===== src/rtl/seq_mult_pkg.sv =====
// Shared types and helpers for the sequential shift-and-add multiplier.
package seq_mult_pkg;

  typedef enum logic [1:0] {
    IDLE = 2'd0,
    RUN  = 2'd1,
    DONE = 2'd2
  } multState_t;

  // Number of bits needed to count 0..value-1 (value >= 2).
  function automatic int clog2(input int value);
    int width;
    int span;
    width = 0;
    span  = 1;
    while (span < value) begin
      span  = span * 2;
      width = width + 1;
    end
    return width;
  endfunction

endpackage


===== src/rtl/seq_mult_datapath.sv =====
// Operand magnitudes, radix-2 add/shift accumulator and signed result register.
module seq_mult_datapath
  import seq_mult_pkg::*;
#(
  parameter int N = 32
) (
  input  logic           clk,
  input  logic           reset,
  input  logic           loadOps,
  input  logic           doStep,
  input  logic           lastStep,
  input  logic           negate,
  input  logic           inSigned,
  input  logic [N-1:0]   inputA,
  input  logic [N-1:0]   inputB,
  output logic [2*N-1:0] result
);

  logic [N-1:0]   magA;
  logic [N-1:0]   magB;
  logic [N-1:0]   mcand;
  logic [N-1:0]   mplier;
  logic [2*N:0]   acc;
  logic [2*N:0]   addend;
  logic [2*N:0]   accSum;
  logic [2*N:0]   accShift;
  logic [2*N-1:0] prodMag;

  // Operand magnitudes; the most negative value maps to 2^(N-1), which still fits in N bits.
  always_comb begin
    magA = (inSigned && inputA[N-1]) ? -inputA : inputA;
    magB = (inSigned && inputB[N-1]) ? -inputB : inputB;
  end

  // One radix-2 step: conditionally add the multiplicand into the upper half, then shift right.
  always_comb begin
    addend   = mplier[0] ? {1'b0, mcand, {N{1'b0}}} : '0;
    accSum   = acc + addend;
    accShift = accSum >> 1;
    prodMag  = accShift[2*N-1:0];
  end

  // Operand capture, per-cycle accumulation and the final signed result write.
  always_ff @(posedge clk or posedge reset) begin
    if (reset) begin
      mcand  <= '0;
      mplier <= '0;
      acc    <= '0;
      result <= '0;
    end else if (loadOps) begin
      mcand  <= magA;
      mplier <= magB;
      acc    <= '0;
    end else if (doStep) begin
      acc    <= accShift;
      mplier <= mplier >> 1;
      if (lastStep) begin
        result <= negate ? -prodMag : prodMag;
      end
    end
  end

endmodule


===== src/rtl/seq_mult_hs.sv =====
// Handshaked sequential multiplier: FSM, step counter, sign capture and datapath instance.
module seq_mult_hs
  import seq_mult_pkg::*;
#(
  parameter int N = 32
) (
  input  logic           clk,
  input  logic           reset,
  input  logic           in_valid,
  output logic           in_ready,
  input  logic           in_signed,
  input  logic [N-1:0]   inputA,
  input  logic [N-1:0]   inputB,
  output logic           out_valid,
  input  logic           out_ready,
  output logic [2*N-1:0] result,
  output logic           busy
);

  localparam int CntW = clog2(N);

  multState_t    state;
  multState_t    nextState;
  logic [CntW-1:0] bitCnt;
  logic          signFlag;
  logic          loadOps;
  logic          doStep;
  logic          lastStep;

  // State register.
  // NOTE: sequential state uses non-blocking assignments so every flop samples pre-edge values.
  always_ff @(posedge clk or posedge reset) begin
    if (reset) state <= IDLE;
    else       state <= nextState;
  end

  // Next-state and datapath control decode.
  always_comb begin
    // NOTE: every signal written here gets a default first, so no branch can infer a latch.
    nextState = state;
    loadOps   = 1'b0;
    doStep    = 1'b0;
    lastStep  = 1'b0;
    unique case (state)
      IDLE: begin
        if (in_valid) begin
          loadOps   = 1'b1;
          nextState = RUN;
        end
      end
      RUN: begin
        doStep = 1'b1;
        if (bitCnt == CntW'(N - 1)) begin
          lastStep  = 1'b1;
          nextState = DONE;
        end
      end
      DONE: begin
        if (out_ready) nextState = IDLE;
      end
      default: nextState = IDLE;
    endcase
  end

  // Step counter and product sign, both captured on the accept edge.
  always_ff @(posedge clk or posedge reset) begin
    if (reset) begin
      bitCnt   <= '0;
      signFlag <= 1'b0;
    end else if (loadOps) begin
      bitCnt   <= '0;
      signFlag <= in_signed & (inputA[N-1] ^ inputB[N-1]);
    end else if (doStep) begin
      bitCnt   <= bitCnt + CntW'(1);
    end
  end

  // Handshake outputs decode from state only, forced low while reset is asserted.
  always_comb begin
    in_ready  = (state == IDLE) && !reset;
    out_valid = (state == DONE) && !reset;
    busy      = (state != IDLE);
  end

  seq_mult_datapath #(.N(N)) datapath (
    .clk      (clk),
    .reset    (reset),
    .loadOps  (loadOps),
    .doStep   (doStep),
    .lastStep (lastStep),
    .negate   (signFlag),
    .inSigned (in_signed),
    .inputA   (inputA),
    .inputB   (inputB),
    .result   (result)
  );

endmodule

===== config.mk =====
export PLATFORM = sky130hd
export DESIGN_NAME = seq_mult_hs
export DESIGN_NICKNAME = d
export VERILOG_FILES = /design/src/rtl/seq_mult_pkg.sv /design/src/rtl/seq_mult_datapath.sv /design/src/rtl/seq_mult_hs.sv
export SDC_FILE = /design/constraint.sdc
export NUM_CORES = 1
export LEC_CHECK = 0
export ABC_CLOCK_PERIOD_IN_PS = 7400
export BUFFER_PORTS_ARGS = -buffer_cell sky130_fd_sc_hd__clkbuf_2
export CORE_MARGIN = 2
export CORE_UTILIZATION = 50
export DETAILED_ROUTE_END_ITERATION = 12
export PLACE_DENSITY = 0.69
export SLEW_MARGIN = 20
export SYNTH_ARGS = -nofsm -noshare
export SYNTH_HDL_FRONTEND = slang
export SYNTH_SLANG_ARGS = --single-unit

===== constraint.sdc =====
create_clock -name clk -period 7.4 [get_ports clk]
set_input_delay 0.74 -clock clk [delete_from_list [all_inputs] [get_ports clk]]
set_output_delay 0.74 -clock clk [all_outputs]
set_load 0.02 [all_outputs]

# Word-level counts from Yosys, hierarchy flattened
# Cells that the tools add are included.
# word_totals
regBits	201
in_bits	69
output_inout_bits	67
word_cells	50
# op_classes
addsub	5
eq_ne	6
muxes	19
bitwise_logic	3
n_reduce_logical	10
# ops
cell	n
$mux W65	2
$mux W32	4
$mux W64	2
$add A65 B65 Y65	1
$neg A32 Y32	2
$neg A64 Y64	1
$mux W5	2
$mux W2	3
$ne A2 B2 Y1 const B	3
$pmux W2 S3	1
$reduce_and A3 Y1	2
$add A5 B1 Y5 const B	1
$eq A5 B5 Y1 const B	1
$mux W1	5
$logic_and A1 B1 Y1	4
$reduce_bool A2 Y1	2
$eq A2 B1 Y1 const B	1
$eq A2 B2 Y1 const B	1
$logic_not A2 Y1	1
$and A1 B1 Y1	1
$logic_not A1 Y1	1
$not A1 Y1	1
$xor A1 B1 Y1	1

# Logic depth before layout (Yosys ltp)
# Gate-level depths: netlist of the first run.
# depth
depth_word	4
depth_mapped	14

# Cells and area by module
# Synthesis of the first run repeated with hierarchy kept, for this count alone.
# unflattened
hier_cells	1431
hier_area_um2	12723.5
# modules_own_cells
module	instances	cells_per_inst	area_per_inst_um2	seq_area_each_um2
seq_mult_datapath	1	1388	12313.1	4779.6
seq_mult_hs	1	43	410.4	200.2

# Worst setup path after synthesis of the first run
# OpenSTA, ideal clock, no wires.
# synth_path
path_type	flip-flop to flip-flop
start	register datapath.acc[17]
end	register datapath.result[61]
setup_time_ps	132
t_arrival_ps	3569
t_required_ps	7268
slack_ps	3699
stages_incl_launch_ff	12
cell_sequence	dfrtp_1 -> or4_4 -> or4_4 -> or4b_1 -> buf_2 -> a2111o_1 -> nand2b_4 -> nor4_4 -> nand4_2 -> o41ai_2 -> xnor2_1 -> o21ai_1
# synth_between
elab_chain_len	3
# synth_rtl
element	line	text
start, declared	seq_mult_datapath.sv:23	logic [2*N:0] acc;
start signal, assigned	seq_mult_datapath.sv:55	acc <= accShift;
$add A65 B65 Y65 (*)	seq_mult_datapath.sv:38	accSum = acc + addend;
$neg A64 Y64	seq_mult_datapath.sv:58	result <= negate ? -prodMag : prodMag;
$mux W64 (*)	seq_mult_datapath.sv:58	
end signal, assigned	seq_mult_datapath.sv:58	
end, declared	seq_mult_datapath.sv:16	output logic [2*N-1:0] result
# Mark *: on every way between the ends. The rest lies on a longest branch, timed or not.
# A chain may end at the register's enable or synchronous reset.

# Worst setup path in the final report of the first run
# layout_path
start	register datapath.mplier[0]
end	register datapath.result[56]
# layout_between
elab_chain_len	4
# layout_rtl
element	line	text
start, declared	seq_mult_datapath.sv:22	logic [N-1:0] mplier;
start signal, assigned	seq_mult_datapath.sv:52	mplier <= magB;
start signal, assigned	seq_mult_datapath.sv:56	mplier <= mplier >> 1;
$mux W64 (*)	seq_mult_datapath.sv:37	addend = mplier[0] ? {1'b0, mcand, {N{1'b0}}} : '0;
$add A65 B65 Y65 (*)	seq_mult_datapath.sv:38	
$neg A64 Y64	seq_mult_datapath.sv:58	
$mux W64 (*)	seq_mult_datapath.sv:58	
# Marks and branches as above.

==> results of run 1 <==
[worst register-to-register path: stages, from the launching register on]
cell      delay [ps]
dfrtp_1          670
and2_1           330
ha_1             220
fa_1             430
a211oi_1         440
o211ai_1         210
a21o_1           230
xnor2_1          430
nor2b_1          230
nor4b_2          280
nand4_1          300
o41ai_1          520
xnor2_1          170
o21ai_1           70
[how the worst max path moves through the flow]
stage	start	end	slack, ps
2_1_floorplan	reset	bitCnt[0]	1230
3_3_place_gp	datapath.mplier[0]	datapath.result[62]	2930
3_5_place_dp	datapath.mplier[0]	datapath.result[56]	2730
4_1_cts	datapath.mplier[0]	datapath.result[56]	2740
5_1_grt	datapath.mplier[0]	datapath.result[60]	2330
6_report	datapath.mplier[0]	datapath.result[56]	2760
[sequential cells by signal, indices dropped and copies added (netlist names)]
register         cells
datapath.result     64
datapath.acc        63
datapath.mcand      32
datapath.mplier     32
bitCnt               5
state                2
signFlag             1
[cell usage in the layout (no fill, tap or decap), types with 8 or more instances in the layout]
master	instances
nand2_1	323
dfrtp_1	198
o21ai_0	177
clkbuf_2	135
nor2_1	85
xor2_1	84
xnor2_1	62
a21oi_1	54
nand3_1	46
o21ai_1	42
and2_1	40
ha_1	37
a31oi_1	33
o31ai_1	29
inv_1	18
clkbuf_16	17
or3_1	15
nor3_1	13
a21o_1	12
nand4_1	12
o41ai_1	12
nor4_1	11
a211oi_1	10
o211ai_1	8
nand2b_1	8
[per-layer routing]
| layer | part of all wire (%) | vias up |
|---|---|---|
| li1 | - | 5388 |
| met1 | 51 | 5035 |
| met2 | 42 | 252 |
| met3 | 4.8 | 31 |
| met4 | 1.7 | 0 |
| met5 | 0 | - |
[kinds of logic after synthesis]
group                    after synthesis  share of synthesized area (%)
flip-flops                           199                           40.4
multiplexers                           4                          0.345
AND/OR/NAND/NOR                      595                           21.9
XOR/XNOR                             146                           10.4
AO/OA/AOI/OAI                        412                           19.8
adder cells (fa/ha/maj)               38                           3.92
buffers and inverters                105                           3.21
[metrics by stage]
| step | power (mW) | instances | cell area (sq um) | setup slack, ps |
|---|---|---|---|---|
| final | 6.05 | 1910 | 13800 | 2760 |
| after global routing | 6.57 | 1910 | 13800 | 2330 |
| after CTS | 6.05 | 1910 | 13800 | 2740 |
| after detailed placement | 5.10 | 1878 | 13200 | 2730 |
| after global placement | 5.02 | 1878 | 13200 | 2930 |
| after floorplan | 4.25 | 1499 | 12300 | 1230 |
[power by group]
part           internal [mW]  switching (mW)  leakage, nW
logic                   1.16            2.02         3.28
registers               1.55           0.385         2.57
clock network          0.458           0.483        0.294
[cell type report]
type	instances	area, sq um
fill	2247	10500
multi-input combinational	1195	6990
sequential	199	4980
timing repair buffer	141	721
clock buffer	17	425
tap	324	405
clock inverter	15	178
inverter	19	78.8
==> out/qor.txt, run 1 <==
Status: finished clean
Req. time, crit path: 7700 ps
Final Hold Viols: 0
CP max stage delay: 670 ps
Most frequent cells after synthesis: nand2_1, dfrtp_1, o21ai_0
Critical path's most frequent cell: xnor2_1
Clock Tree Buf Depth: 2
DR pass1 iterations: 6
GRT Max-Usage Layer: met1
Worst setup slack for register-to-register paths: 2760 ps
Main synth FF type: dfrtp_1
Final setup fails: 0
WS Path Type: register to register
Yosys top cell by area: dfrtp_1
First-pass GRT wire length: 49.9 mm
Wire per inst: 15.6 um
GR met3 Demand/Resource: 3.16%
Post-synth ARST share: 100%
Tcrit/Tclk final: 62.8%
Drt total wl: 29.8 mm
Relative max-transition margin: 26.1%
Worst path slowest cell: dfrtp_1
Via density: 5.61
Resized cells post-CTS: 0
Maximum Capacitance Violations: 0
DP HPWL: 21.3 mm
Maximum vdd ir drop: 0.154 mV
Diodes inserted: 0
Clk sinks: 199
Share of cells above drive strength 1: 12.4%
Worst-Margin Slew: 1110 ps
Register area share after synthesis: 40.4%
DRC errors left: 0
Final Critical Period: 4640 ps
Reg2reg start: datapath.mplier[0]
Cell Area, Synth: 12300 sq um
Die H: 161 um
Post-CTS Setup Inserts: 0
Cell variety after synth: 67
Final core utilization: 56.8%
Reg2reg end: datapath.result[56]
Worst skew pair latency: 440 ps
Syn Area/Cell: 8.23 sq um
Arrival time worst endpoint: 4950 ps
Gp weighted congestion: 0.918
EDFF count, synth: 0
Pwr Density: 440 nW/um^2
Syn Inst Count: 1499
Top cells by area, synth: dfrtp_1, nand2_1, o21ai_0, xor2_1, xnor2_1
Critical path peak fanout: 33
F_max: 215 MHz
Net count after synthesis: 1606
CTS Hold Bufs: 0
Yosys reg bits: 199
Pleak: 6.14 nW
Clk slew on worst S/H paths: 80 ps
Number of global-route vias before repair: 9765
Area grow syn2layout: 11.7%
Die Area: 25900 sq um
Clock root cell: clkbuf_16
CTS tree: done
Setup TNS: 0 ps
R2r worst-path depth: 13
Stages on worst setup path: 13
Synth top area share: 40.4%
Largest delay share family, worst path: compound AO/OA/AOI/OAI gates
Core area: 24200 sq um
Type of the most critical hold path: primary input to asynchronous set/reset pin
Total CTS buffers: 17
Via Count: 10700
Largest net degree at the start of global routing: 128
Post-DRT Antenna Nets: 0
Cell Rows: 57
Initial Utilization: 50.9%
Die W: 161 um
I/O Buffers: 135
GR Util met1: 36.4%
Total gr overflow: 0
Clock Skew: 16.7 ps
IO Pins: 136
Unrepaired setup endpoints after global routing: no
WP buf/inv: 0
Total GRT Usage: 23.4%
Pins Over Slew Limit: 0
Count leader, synth: nand2_1
Met2 GRT Util: 34.2%
Element type at the critical path start: register
Crit end category: register
Clock H-tree levels: 4
Syn. warnings: 0
Fin nets: 1680
Min Hold Slack: 463 ps
DRC marker count from the first detailed-route iteration: 817
Initial antenna violation count: 0
CP Cell Sequence: and2_1 -> ha_1 -> fa_1 -> a211oi_1 -> o211ai_1 -> a21o_1 -> xnor2_1 -> nor2b_1 -> nor4b_2 -> nand4_1 -> o41ai_1 -> xnor2_1 -> o21ai_1
Power figures use the tool's default switching activity.
==> inputs of run 2 (changes only) <==
- ABC_AREA: unset -> 1
- ABC_CLOCK_PERIOD_IN_PS: 7400 -> 3800
- PLACE_DENSITY: 0.69 -> 0.71
- clock period: 7.4 -> 3.8 ns (I/O delays scaled with it)
==> out/qor.txt, run 2 <==
Status: finished clean
Stages on worst setup path: 19 (+6)
Total GRT Usage: 26.9% (+3.4 points)
Via density: 5.23 (-6.7%)
Cell Rows: 60 (+5.3%)
Element type at the critical path start: register
DR pass1 iterations: 5 (-1)
Most frequent cells after synthesis: nand2_1, inv_1, dfrtp_1
Most frequent cells in the layout: nand2_1, inv_1, dfrtp_1
Reg with most FFs: datapath.result
Worst-Margin Slew: 1050 ps (-63.8 ps)
WS Path Type: register to register
Clock Skew: 24.0 ps (+7.33 ps)
Area grow syn2layout: 11.8% (about the same)
Maximum vdd ir drop: 0.474 mV (+210%)
Reg2reg start: datapath.mplier[0]
DRC marker count from the first detailed-route iteration: 966 (+18%)
CP Cell Sequence: buf_4 -> nand2_1 -> inv_1 -> fa_1 -> nand2_2 -> nand2_1 -> nand2_1 -> o21ai_2 -> nand2_1 -> nand3_1 -> nand2_1 -> nand2_1 -> nand2_1 -> nor2_1 -> nand4_1 -> nand2_1 -> nand2_1 -> nand3_1 -> nand2_1
PnR worst setup slack: 422 ps (-2330 ps)
Largest delay share family, worst path: simple AND/OR/NAND/NOR gates
Worst skew pair latency: 460 ps (+20 ps)
Seq pwr share: 26.0% (-6.0 points)
Via Count: 13000 (+21%)
Largest net degree at the start of global routing: 117 (-8.6%)
Cell variety after synth: 48 (-28%)
CP max stage delay: 530 ps (-140 ps)
Pins Over Slew Limit: 0 (unchanged)
Req. time, crit path: 4150 ps (-3550 ps)
Number of global-route vias before repair: 12000 (+23%)
Count leader, synth: nand2_1
Syn. warnings: 0 (unchanged)
Syn Area/Cell: 6.75 sq um (-18%)
Reg2reg end: datapath.result[57]
Drt total wl: 37.6 mm (+26%)
Syn Inst Count: 2021 (+35%)
Post-CTS Setup Inserts: 0 (unchanged)
Post-DRT Antenna Nets: 0 (unchanged)
Arrival time worst endpoint: 3730 ps (-1220 ps)
Clk sinks: 199 (unchanged)
Design internal power: 6.63 mW (+110%)
Setup TNS: 0 ps (unchanged)
Share of cells above drive strength 1: 11.6% (-0.75 points)
Initial Utilization: 50.7% (-0.13 points)
Diodes inserted: 0 (unchanged)
Critical path's most frequent cell: nand2_1
Post-synth ARST share: 100% (unchanged)
IO Pins: 136 (unchanged)
Type of the most critical hold path: primary input to register
Crit end category: register
Placed cells: 2445 (+30%)
Net count after synthesis: 2128 (+33%)
Wire per inst: 15.2 um (-2.8%)
Main synth FF type: dfrtp_1
Gp weighted congestion: 0.940 (+2.4%)
Pleak: 8.19 nW (+33%)
EDFF count, synth: 0 (unchanged)
Non-Filler Instances: 2478 (+30%)
Top cells by area, synth: dfrtp_1, nand2_1, inv_1, o21ai_0, nor2_1
Core area: 26900 sq um (+11%)
Clock H-tree levels: 4 (unchanged)
R2r worst-path depth: 19 (+6)
Largest register FFs: 64 (unchanged)
Reg area: 4980 sq um (unchanged)
Clock power share: 14.0% (-1.5 points)
Multi-input gate area: 7320 sq um (+4.7%)
First-pass GRT wire length: 61.6 mm (+23%)
Critical path peak fanout: 19 (-42%)
WP buf/inv: 2 (+2)
Clock root cell: clkbuf_16
Total CTS buffers: 17 (unchanged)
Most common cell after layout, fill and taps aside: nand2_1
DRC errors left: 0 (unchanged)
P_sw: 7.40 mW (+160%)
Clock Tree Buf Depth: 2 (unchanged)
Worst setup slack for register-to-register paths: 420 ps (-2330 ps)
Worst slack at placement: 377 ps (-2350 ps)
Maximum Capacitance Violations: 0 (unchanged)
Die W: 169 um (+5.0%)
Fin nets: 2231 (+33%)
Synth top area share: 36.5% (-3.9 points)
CP endpoint: datapath.result[57]
Unrepaired setup endpoints after global routing: no
Final Hold Viols: 0 (unchanged)
Worst path slowest cell: dfrtp_2
Yosys reg bits: 199 (unchanged)
Worst setup path start: datapath.mplier[0]
I/O Buffers: 135 (unchanged)
F_max: 296 MHz (+37%)
# fillers: 2695 (+20%)
Largest regs: datapath.result: 64 flops, datapath.acc: 63 flops
DP HPWL: 28.5 mm (+34%)
Net Sw Frac: 52.8% (+5.1 points)
CTS tree: done
Final setup fails: 0 (unchanged)
Tcrit/Tclk final: 88.9% (+26 points)
Die H: 169 um (+5.0%)
Combinational share of power: 60.0% (+7.5 points)
Register area share after synthesis: 36.5% (-3.9 points)
Yosys top cell by area: dfrtp_1
Initial antenna violation count: 0 (unchanged)
Pwr Density: 920 nW/um^2 (+110%)
Total gr overflow: 0 (unchanged)
Die Area: 28600 sq um (+10%)
Cell Area, Synth: 13600 sq um (+11%)
Relative max-transition margin: 30.2% (+4.2 points)
Clk slew on worst S/H paths: 80 ps (about the same)
Final Critical Period: 3380 ps (-1270 ps)
==> run 2: changes by cell type in the layout (fill, tap and decap cells not counted), sizes merged, moves of 15 or more <==
| cell | previous run | this run |
|---|---|---|
| nand2 | 325 | 658 |
| inv | 26 | 301 |
| nor2 | 85 | 204 |
| nand3 | 46 | 98 |
| xnor2 | 62 | 19 |
| and2 | 40 | 4 |
| o21ai | 219 | 186 |
| o22ai | 0 | 32 |
| a31oi | 33 | 6 |
| o31ai | 29 | 9 |
| or3 | 15 | 0 |
==> run 2: worst min-delay path by stage <==
stage	start	to	slack (ps)	depth (start not counted)
final	out_ready	state[1]	110	2
after global routing	out_ready	state[1]	150	2
after CTS	out_ready	state[1]	100	2
after detailed placement	reset	state[1]	290	2
after global placement	reset	state[1]	290	2
after floorplan	datapath.mplier[2]	datapath.mplier[2]	440	2
==> run 2: timing repair <==
| item | 4_1_cts | 5_1_grt |
|---|---|---|
| hold buffers | 1 | 0 |
| resized for setup | 0 | 1 |
| hold endpoints to repair | 1 | 0 |
| endpoints found under the setup margin | 0 | 1 |
==> run 2: area by class of cell <==
class,instances,share of cell area [%]
Clock buffer,17,2.79
Clock inverter,15,1.37
Inverter,293,7.24
Multi-Input combinational cell,1466,48.0
Sequential cell,199,32.7
Tap cell,341,2.80
Timing Repair Buffer,147,5.12
==> run 2: cell families after synthesis <==
family          share of synthesized area (%)
mux                                    0.0826
compound gates                           11.9
buf+inv                                  9.84
xor+xnor                                 6.28
flops                                    36.5
fa+ha+maj                                3.54
simple gates                             31.8
==> run 2: metrics by stage <==
| step | utilization (%) | hold slack [ps] | power [mW] | cell area, sq um |
|---|---|---|---|---|
| final | 56.7 | 112 | 14.0 | 15200 |
| after CTS | 56.7 | 103 | 14.0 | 15200 |
| after global routing | 56.7 | 147 | 15.3 | 15200 |
| after global placement | 54.3 | 288 | 11.8 | 14600 |
| after detailed placement | 54.3 | 290 | 12.0 | 14600 |
| after floorplan | - | 444 | 9.63 | 13600 |
==> run 2: power by group through the flow <==
stage	Clock, mW	Sequential (mW)	Combinational, mW
detailed placement	0	3.67	8.31
floorplan	0	3.80	5.83
global placement	0	3.66	8.19
global route	2.08	3.75	9.48
finish	1.97	3.65	8.41
CTS	2.00	3.64	8.36
==> run 2: per-layer routing <==
layer  part of all wire, %  GRT usage, %  vias to the layer above
met1                    48          38.9                     5936
met5                     0             0                        -
met4                   2.1          7.92                        0
met3                   5.7          3.79                       45
li1                      -             -                     6594
met2                    44          41.9                      388
